`src/rtl/riscv_pkg.sv`:
```
// Shared types and constants for the decode/execute boundary of the pipeline.
// The id_ex_t field widths match the default widths of id_ex_operand_stage.
package riscv_pkg;

    localparam int XLEN      = 32;
    localparam int ALU_OP_W  = 4;
    localparam int REG_IDX_W = 5;

    localparam logic [ALU_OP_W-1:0] ALU_AND = 4'b0000;
    localparam logic [ALU_OP_W-1:0] ALU_OR  = 4'b0001;
    localparam logic [ALU_OP_W-1:0] ALU_ADD = 4'b0010;
    localparam logic [ALU_OP_W-1:0] ALU_SUB = 4'b0011;
    localparam logic [ALU_OP_W-1:0] ALU_XOR = 4'b0100;
    localparam logic [ALU_OP_W-1:0] ALU_EQ  = 4'b1000;
    localparam logic [ALU_OP_W-1:0] ALU_LUI = 4'b1001;

    localparam logic [REG_IDX_W-1:0] ZERO_REG = 5'd0;

    typedef enum logic [1:0] {
        FWD_REG   = 2'b00,
        FWD_MEMWB = 2'b01,
        FWD_EXMEM = 2'b10
    } fwd_sel_e;

    typedef struct packed {
        logic                 valid;
        logic [REG_IDX_W-1:0] rs1;
        logic [REG_IDX_W-1:0] rs2;
        logic [REG_IDX_W-1:0] rd;
        logic [XLEN-1:0]      rd1;
        logic [XLEN-1:0]      rd2;
        logic [XLEN-1:0]      imm;
        logic                 alu_src;
        logic [ALU_OP_W-1:0]  alu_op;
        logic                 mem_read;
        logic                 mem_write;
        logic                 reg_write;
    } id_ex_t;

endpackage

```
`src/rtl/forward_unit.sv`:
```
// Operand-forwarding select logic: picks the youngest in-flight producer of
// each EX-stage source register, never forwarding writes to x0.
module forward_unit
    import riscv_pkg::*;
#(
    parameter int REG_ADDR_WIDTH = 5
) (
    input  logic [REG_ADDR_WIDTH-1:0] rs1,
    input  logic [REG_ADDR_WIDTH-1:0] rs2,
    input  logic                      exmem_reg_write,
    input  logic [REG_ADDR_WIDTH-1:0] exmem_rd,
    input  logic                      memwb_reg_write,
    input  logic [REG_ADDR_WIDTH-1:0] memwb_rd,
    output fwd_sel_e                  fwd_a_sel,
    output fwd_sel_e                  fwd_b_sel
);

    logic exmem_live;
    logic memwb_live;

    assign exmem_live = exmem_reg_write && (exmem_rd != '0);
    assign memwb_live = memwb_reg_write && (memwb_rd != '0);

    // EX/MEM holds the younger result, so it is checked first.
    always_comb begin
        fwd_a_sel = FWD_REG;
        if (exmem_live && (exmem_rd == rs1)) begin
            fwd_a_sel = FWD_EXMEM;
        end else if (memwb_live && (memwb_rd == rs1)) begin
            fwd_a_sel = FWD_MEMWB;
        end
    end

    always_comb begin
        fwd_b_sel = FWD_REG;
        if (exmem_live && (exmem_rd == rs2)) begin
            fwd_b_sel = FWD_EXMEM;
        end else if (memwb_live && (memwb_rd == rs2)) begin
            fwd_b_sel = FWD_MEMWB;
        end
    end

endmodule

```
`src/rtl/id_ex_operand_stage.sv`:
```
// ID/EX pipeline register with RAW forwarding into the ALU operands and
// load-use hazard detection that stalls the front end for one bubble.
module id_ex_operand_stage
    import riscv_pkg::*;
#(
    parameter int DATA_WIDTH     = 32,
    parameter int OPCODE_LENGTH  = 4,
    parameter int REG_ADDR_WIDTH = 5
) (
    input  logic                      clk,
    input  logic                      reset,
    input  logic                      flush,
    input  logic                      id_valid,
    input  logic [REG_ADDR_WIDTH-1:0] id_rs1,
    input  logic [REG_ADDR_WIDTH-1:0] id_rs2,
    input  logic [REG_ADDR_WIDTH-1:0] id_rd,
    input  logic [DATA_WIDTH-1:0]     id_rd1,
    input  logic [DATA_WIDTH-1:0]     id_rd2,
    input  logic [DATA_WIDTH-1:0]     id_imm,
    input  logic                      id_alu_src,
    input  logic [OPCODE_LENGTH-1:0]  id_alu_op,
    input  logic                      id_mem_read,
    input  logic                      id_mem_write,
    input  logic                      id_reg_write,
    input  logic                      exmem_reg_write,
    input  logic [REG_ADDR_WIDTH-1:0] exmem_rd,
    input  logic [DATA_WIDTH-1:0]     exmem_alu_result,
    input  logic                      memwb_reg_write,
    input  logic [REG_ADDR_WIDTH-1:0] memwb_rd,
    input  logic [DATA_WIDTH-1:0]     memwb_wdata,
    output logic                      stall,
    output logic                      ex_valid,
    output logic [DATA_WIDTH-1:0]     SrcA,
    output logic [DATA_WIDTH-1:0]     SrcB,
    output logic [OPCODE_LENGTH-1:0]  Operation,
    output logic [DATA_WIDTH-1:0]     ex_store_data,
    output logic [REG_ADDR_WIDTH-1:0] ex_rd,
    output logic                      ex_mem_read,
    output logic                      ex_mem_write,
    output logic                      ex_reg_write
);

    id_ex_t   ex_q;
    id_ex_t   id_next;
    fwd_sel_e fwd_a_sel;
    fwd_sel_e fwd_b_sel;
    logic [DATA_WIDTH-1:0] fwd_a;
    logic [DATA_WIDTH-1:0] fwd_b;

    always_comb begin
        id_next           = '0;
        id_next.valid     = id_valid;
        id_next.rs1       = id_rs1;
        id_next.rs2       = id_rs2;
        id_next.rd        = id_rd;
        id_next.rd1       = id_rd1;
        id_next.rd2       = id_rd2;
        id_next.imm       = id_imm;
        id_next.alu_src   = id_alu_src;
        id_next.alu_op    = id_alu_op;
        id_next.mem_read  = id_mem_read;
        id_next.mem_write = id_mem_write;
        id_next.reg_write = id_reg_write;
    end

    // A load in EX cannot forward its data yet; hold decode for one cycle.
    always_comb begin
        stall = id_valid && ex_q.valid && ex_q.mem_read && (ex_q.rd != ZERO_REG)
                && ((ex_q.rd == id_rs1) || (ex_q.rd == id_rs2));
    end

    // An all-zero record is the bubble: invalid, no side effects, AND opcode.
    always_ff @(posedge clk) begin
        if (reset) begin
            ex_q <= '0;
        end else if (flush || stall) begin
            ex_q <= '0;
        end else begin
            ex_q <= id_next;
        end
    end

    forward_unit #(
        .REG_ADDR_WIDTH (REG_ADDR_WIDTH)
    ) u_forward_unit (
        .rs1             (ex_q.rs1),
        .rs2             (ex_q.rs2),
        .exmem_reg_write (exmem_reg_write),
        .exmem_rd        (exmem_rd),
        .memwb_reg_write (memwb_reg_write),
        .memwb_rd        (memwb_rd),
        .fwd_a_sel       (fwd_a_sel),
        .fwd_b_sel       (fwd_b_sel)
    );

    always_comb begin
        unique case (fwd_a_sel)
            FWD_EXMEM: fwd_a = exmem_alu_result;
            FWD_MEMWB: fwd_a = memwb_wdata;
            default:   fwd_a = ex_q.rd1;
        endcase
    end

    always_comb begin
        unique case (fwd_b_sel)
            FWD_EXMEM: fwd_b = exmem_alu_result;
            FWD_MEMWB: fwd_b = memwb_wdata;
            default:   fwd_b = ex_q.rd2;
        endcase
    end

    // Stores always need the register value, even when SrcB is the immediate.
    assign SrcA          = fwd_a;
    assign SrcB          = ex_q.alu_src ? ex_q.imm : fwd_b;
    assign ex_store_data = fwd_b;
    assign Operation     = ex_q.alu_op;
    assign ex_valid      = ex_q.valid;
    assign ex_rd         = ex_q.rd;
    assign ex_mem_read   = ex_q.mem_read;
    assign ex_mem_write  = ex_q.mem_write;
    assign ex_reg_write  = ex_q.reg_write;

endmodule

```
`config.mk`:
```
export PLATFORM = sky130hd
export DESIGN_NAME = id_ex_operand_stage
export DESIGN_NICKNAME = d
export VERILOG_FILES = /design/src/rtl/riscv_pkg.sv /design/src/rtl/forward_unit.sv /design/src/rtl/id_ex_operand_stage.sv
export SDC_FILE = /design/constraint.sdc
export NUM_CORES = 1
export LEC_CHECK = 0
export ABC_AREA = 1
export CAP_MARGIN = 20
export CORE_MARGIN = 2
export CORE_UTILIZATION = 35
export DETAILED_ROUTE_END_ITERATION = 6
export GPL_TIMING_DRIVEN = 0
export PLACE_DENSITY = 0.73
export SLEW_MARGIN = 20
export SYNTH_ARGS = -nofsm -noshare
export SYNTH_HDL_FRONTEND = slang
export SYNTH_SLANG_ARGS = --single-unit
```
`constraint.sdc`:
```
create_clock -name clk -period 4.21 [get_ports clk]
set_input_delay 0.842 -clock clk [delete_from_list [all_inputs] [get_ports clk]]
set_output_delay 0.842 -clock clk [all_outputs]
set_load 0.02 [all_outputs]
```
# Yosys cells after proc, flatten, opt, wreduce, memory -nomap -nowiden

Cells that the tools add are included.

Mux-type cells: 7
Reductions and logical operators: 16
Equal/unequal tests: 10

Operator list:

| operator                                                         | count |
|---|---|
| 32-bit case mux with 2 select lines                              | 2 |
| 32-bit two-way mux                                               | 1 |
| 5-bit == test                                                    | 6 |
| 5-bit nonzero test                                               | 3 |
| 1-bit logical AND                                                | 10 |
| 2-bit by 1-bit == test with 1-bit output (second input constant) | 2 |
| 2-bit == test (second input constant)                            | 2 |
| 2-bit two-way mux                                                | 2 |
| 1-bit logical OR                                                 | 2 |
| 1-bit two-way mux                                                | 2 |
| 2-bit OR reduction                                               | 1 |

Input bits: 199
Bits in registers: 120
Output and inout port bits: 110
Word-level logic and storage cells: 45

# Longest topological paths before layout

Depth after elaboration: 8
Mapped depth: 11
Gate-level depth less buffers: 10

# Hierarchy

From an unflattened synthesis, not the netlist that was laid out.

Cells, all modules: 906
Area, all modules: 5701.7 µm²

By module, submodules not included:

| module              | area an instance (µm²) | cells an instance | sequential area each (µm²) | times used |
|---|---|---|---|---|
| id_ex_operand_stage | 5338.9                 | 825               | 2402.3                     | 1 |
| forward_unit        | 362.8                  | 81                | 0.0                        | 1 |

# Least setup slack after synthesis

Ideal clock, no wire load.

Path type: in2out
Start: in exmem_rd[4]
End: out SrcB[11]
Stages: 8
Arrival: 2.062 ns
Setup slack: 1.306 ns
Data required time: 3.368 ns
Buffers on the path: 1
Cells stage by stage: xor2_1 > nor2_2 > nand3_4 > buf_2 > nand3_1 > nand3_1 > nand2_1 > nand2_1

Cells in the longest elaborated chain, start to end: 7
Elaborated cells on any way between the ends: 9
Those cells by class: eq/ne (3); mux (3); reduce/logical (3)

Ends and longest elaborated chain:

| item                                                                             | RTL line                   | source |
|---|---|---|
| start, declared                                                                  | id_ex_operand_stage.sv:26  | `input logic [REG_ADDR_WIDTH-1:0] exmem_rd,` |
| 5-bit nonzero test                                                               | forward_unit.sv:21         | `assign exmem_live = exmem_reg_write && (exmem_rd != '0);` |
| 1-bit logical AND                                                                | forward_unit.sv:21         |  |
| 1-bit logical AND *                                                              | forward_unit.sv:36         | `if (exmem_live && (exmem_rd == rs2)) begin` |
| 2-bit two-way mux *                                                              | forward_unit.sv:36         |  |
| 2-bit by 1-bit == test with 1-bit output / 2-bit == test (equally long branches) | id_ex_operand_stage.sv:105 | `unique case (fwd_b_sel)` |
| 32-bit case mux with 2 select lines *                                            | id_ex_operand_stage.sv:105 |  |
| via ex_store_data[11]                                                            | id_ex_operand_stage.sv:36  | `output logic [DATA_WIDTH-1:0] ex_store_data,` |
| 32-bit two-way mux *                                                             | id_ex_operand_stage.sv:114 | `assign SrcB = ex_q.alu_src ? ex_q.imm : fwd_b;` |
| end, declared                                                                    | id_ex_operand_stage.sv:34  | `output logic [DATA_WIDTH-1:0] SrcB,` |

The timed path passes the listed nets; every way through them passes the cells marked *.

# Worst setup path in the final report

Start: in exmem_rd[2]
End: out SrcA[21]

Cells in the longest elaborated chain, start to end: 6
Elaborated cells on any way between the ends: 8
Those cells by class: eq/ne (3); mux (2); reduce/logical (3)

Ends and longest elaborated chain:

| item                                                                             | RTL line                  | source |
|---|---|---|
| 5-bit nonzero test                                                               | forward_unit.sv:21        |  |
| 1-bit logical AND                                                                | forward_unit.sv:21        |  |
| 1-bit logical AND *                                                              | forward_unit.sv:27        | `if (exmem_live && (exmem_rd == rs1)) begin` |
| 2-bit two-way mux *                                                              | forward_unit.sv:27        |  |
| 2-bit by 1-bit == test with 1-bit output / 2-bit == test (equally long branches) | id_ex_operand_stage.sv:97 | `unique case (fwd_a_sel)` |
| 32-bit case mux with 2 select lines *                                            | id_ex_operand_stage.sv:97 |  |
| end, declared                                                                    | id_ex_operand_stage.sv:33 | `output logic [DATA_WIDTH-1:0] SrcA,` |

Every way passes the cells marked *; elsewhere a longest branch is shown, timed or not.

==> summary.md <==
| Metric | Value |
|---|---|
| Initial antenna violation count | 1 |
| Max-slew violations | 0 |
| DR WL/cell | ~17 microns |
| CTS sink count | between 100 and 150 |
| Top cells by count, synth | 191 x nand2_1, 165 x nand3_1, 134 x inv_1 |
| Total GRT Usage | between 20% and 30% |
| Critical path capture point type | primary output |
| IO Pins | between 300 and 400 |
| Status | complete, no violations |
| Htree depth | 4 |
| FF-to-FF setup slack | around 2.4 ns |
| Final setup viols | 0 |
| Layout area overhead | 69.27% |
| Power Total | roughly 0.0034 W |
| Cell taking the most area after synthesis | dfxtp_1 |
| TritonCTS buffer count | 17 |
| Synth top area share | between 40% and 50% |
| DIE WIDTH | 133.4 microns |
| Async S/R FF share, synth | 0% |
| TritonCTS clock tree | built |
| Max-cap violations | 0 |
| Crit path from | exmem_rd[2] |
| CP bufs+invs | 4 |
| CP Capture Point | SrcA[21] |
| Min Tclk post-route | about 4 ns |
| Vias in the first global route | ~6300 |
| Final WL | approximately 25 mm |
| Syn Area/Cell | roughly 6.7 sq um |
| Core Util, Final | 60.27% |
| Setup Buffers After CTS | 0 |
| Crit Path Class | in -> out |
| Sequential cell area fraction in the yosys report | roughly two fifths |
| First-pass GRT wire length | 36.31 mm |
| Core Area | 16470 sq um |
| Die area | 17800 sq um |
| Slew at the pin closest to its max-slew limit | approximately 0.47 ns |
| Max-slew headroom | between 60 and 70% |
| Root buffer cell | clkbuf_16 |
| GRT Residual Overflow | 0 |
| Cell Pwr Density | about 340 nW/um^2 |
| Period utilisation layout | ~98% |
| CP required | about 3.4 ns |
| Max Clk Rate | about 0.24 GHz |
| Mapped Area | just under 6000 sq um |
| Critical path's top delay family | buffers and inverters |
| Sequence of cells on the critical path | clkdlybuf4s50_1 > nor2_1 > nand3b_1 > nand2_1 > nor3_1 > nand2_2 > inv_1 > clkbuf_4 > nand2_1 > nand3_1 > clkdlybuf4s50_1 |
| CP startpoint kind | primary input |
| Synthesized Nets | 1075 |
| Post-route ant nets | 0 |
| Largest net degree at the start of global routing | 17 |
| RR Endpoint | ex_q[110]$_SDFF_PP0_ |
| Highest-delay cell along the critical path | clkdlybuf4s50_1 |
| 1st-iter DRT viols | ~450 |
| Vias | between 6000 and 7000 |
| Post-DP HPWL | 20.08 mm |
| Top_reg_cell synth | dfxtp_1 |
| Worst-skew pair later-pin latency | ~0.43 ns |
| Vias per std cell | 4.542 |
| Drc violations | 0 |
| Fin nets | 1402 |
| Post-synthesis register bit count | 120 |
| Setup Skew | approximately 0.015 ns |
| Fin. Hold Viols | 0 |
| Clock Path Buffers | 2 |
| Peak supply drop | roughly 0.28 mV |
| Worst path depth | 11 |
| Critical Path Fanout Max | 10 |
| Post-synthesis cell type count | 24 |
| Hold Crit Class | in -> reg |
| Worst reg2reg path startpoint | ex_rd[3]$_SDFF_PP0_ |
| GPL Wtd Cong | around 0.95 |
| Pleak | 5.074 nW |
| Share of cells above drive strength 1 | under 10% |
| Port bufs | around 300 |
| Post-synthesis cell count | 876 |
| CP Data Arrival Time | approximately 3.3 ns |
| Reg clk slew, reported paths | 0.06 ns |
| Synth area leaders | dfxtp_1 41%, nand3_1 14%, nand2_1 12%, inv_1 8.6%, nor2_1 8.3% |
| Most numerous cell in the Yosys netlist | nand2_1 |
| Initial Util | between 30 and 40% |
| Row count | between 40 and 50 |
| EDFF count, synth | 0 |
| Synth warn | 0 |
| Hold path startpoint | id_imm[1] |
| Worst Reg-to-Reg Cells | 9 |
| Drt first pass iters | 7 |
| CP peak stage delay | about 0.62 ns |
| Die Ht | approximately 130 microns |
power by group:
group / leakage, nW / internal, W / total (W) / switching, W
sequential: 0.986 / 0.00118 / 0.00120 / 0.0000172
clock: 0.293 / 0.000950 / 0.00150 / 0.000553
combinational: 3.80 / 0.000337 / 0.000651 / 0.000314
total: 5.07 / 0.00247 / 0.00335 / 0.000884
kinds of logic (layout without fill, tap and decap cells):
family	after synthesis	after routing	synth area share, %
flip-flops	120	120	40.97
XOR/XNOR	24	24	3.585
buffers and inverters	199	538	15.45
other	0	1	0
AND/OR/NAND/NOR	531	531	39.82
AO/OA/AOI/OAI	2	2	0.1707
cell type report:
class                           count  area (sq um)
Fill cell                        1525          6541
Timing Repair Buffer              308          3148
Multi-Input combinational cell    557          2562
Sequential cell                   120          2402
Inverter                          137         514.2
Clock buffer                       18         439.2
Buffer                             62         409.1
Tap cell                          220         275.3
Clock inverter                     13         171.4
Antenna cell                        1         2.502
registers in the layout, indices dropped and copies added, names as in the netlist:
register and flops:
Operation 4, ex_reg_write 1, ex_valid 1, ex_mem_write 1, ex_q 107, ex_mem_read 1
ex_rd 5
what timing repair did:
| action | 4_1_cts | 5_1_grt |
|---|---|---|
| gates resized for setup | 1 | 43 |
| endpoints found under the setup margin | 1 | 74 |
| hold buffers | 0 | 0 |
| gates cloned | 0 | 0 |
how the worst min path moves through the flow:
stage	slack (ns)	end	cells past startpoint
6_report	0.93	ex_q[9]$_SDFF_PP0_	3
5_1_grt	0.93	Operation[3]$_SDFF_PP0_	3
4_1_cts	0.91	ex_q[9]$_SDFF_PP0_	3
3_5_place_dp	1.09	ex_q[95]$_SDFF_PP0_	5
3_3_place_gp	1.09	ex_rd[0]$_SDFF_PP0_	5
2_1_floorplan	0.86	ex_q[100]$_SDFF_PP0_	6
placed cells by master, fill, tap and decap left out, types with 10 or more instances in the layout:
master,count
buf_2,21
nand2_1,190
nor2_1,130
nand3_1,164
clkdlybuf4s50_1,282
clkbuf_16,17
dfxtp_1,120
xor2_1,10
buf_6,11
buf_4,13
nand4_1,34
xnor2_1,14
inv_1,134
dlymetal6s2s_1,26
worst min-delay path, delay by kind of cell:
family | cells | cell delay (ns)
simple gates | 1 | 0.03
buf+inv | 2 | 0.44
metrics by stage:
step | cell area (sq um) | setup slack [ns] | setup TNS (ns) | std cells | hold WS [ns]
finish | 9925 | 0.1009 | 0 | 1436 | 0.9300
CTS | 9834 | 0.01253 | 0 | 1435 | 0.9137
global placement | 9221 | 0.01175 | 0 | 1404 | 1.085
floorplan | 5863 | 1.306 | 0 | 876 | 0.8618
detailed placement | 9221 | 0.006554 | 0 | 1404 | 1.094
global route | 9925 | -0.01673 | -0.03234 | 1436 | 0.9283
layer usage:
layer  global-route usage [%]  part of all wire [%]  vias to the layer above
met5                        0                     0                        -
met1                    35.54                    44                     2857
met4                    10.17                   2.6                        0
li1                         -                     -                     3354
met2                    44.64                    47                      270
met3                    6.279                   6.4                       42
Note: power is estimated with default switching activity, not from simulation.
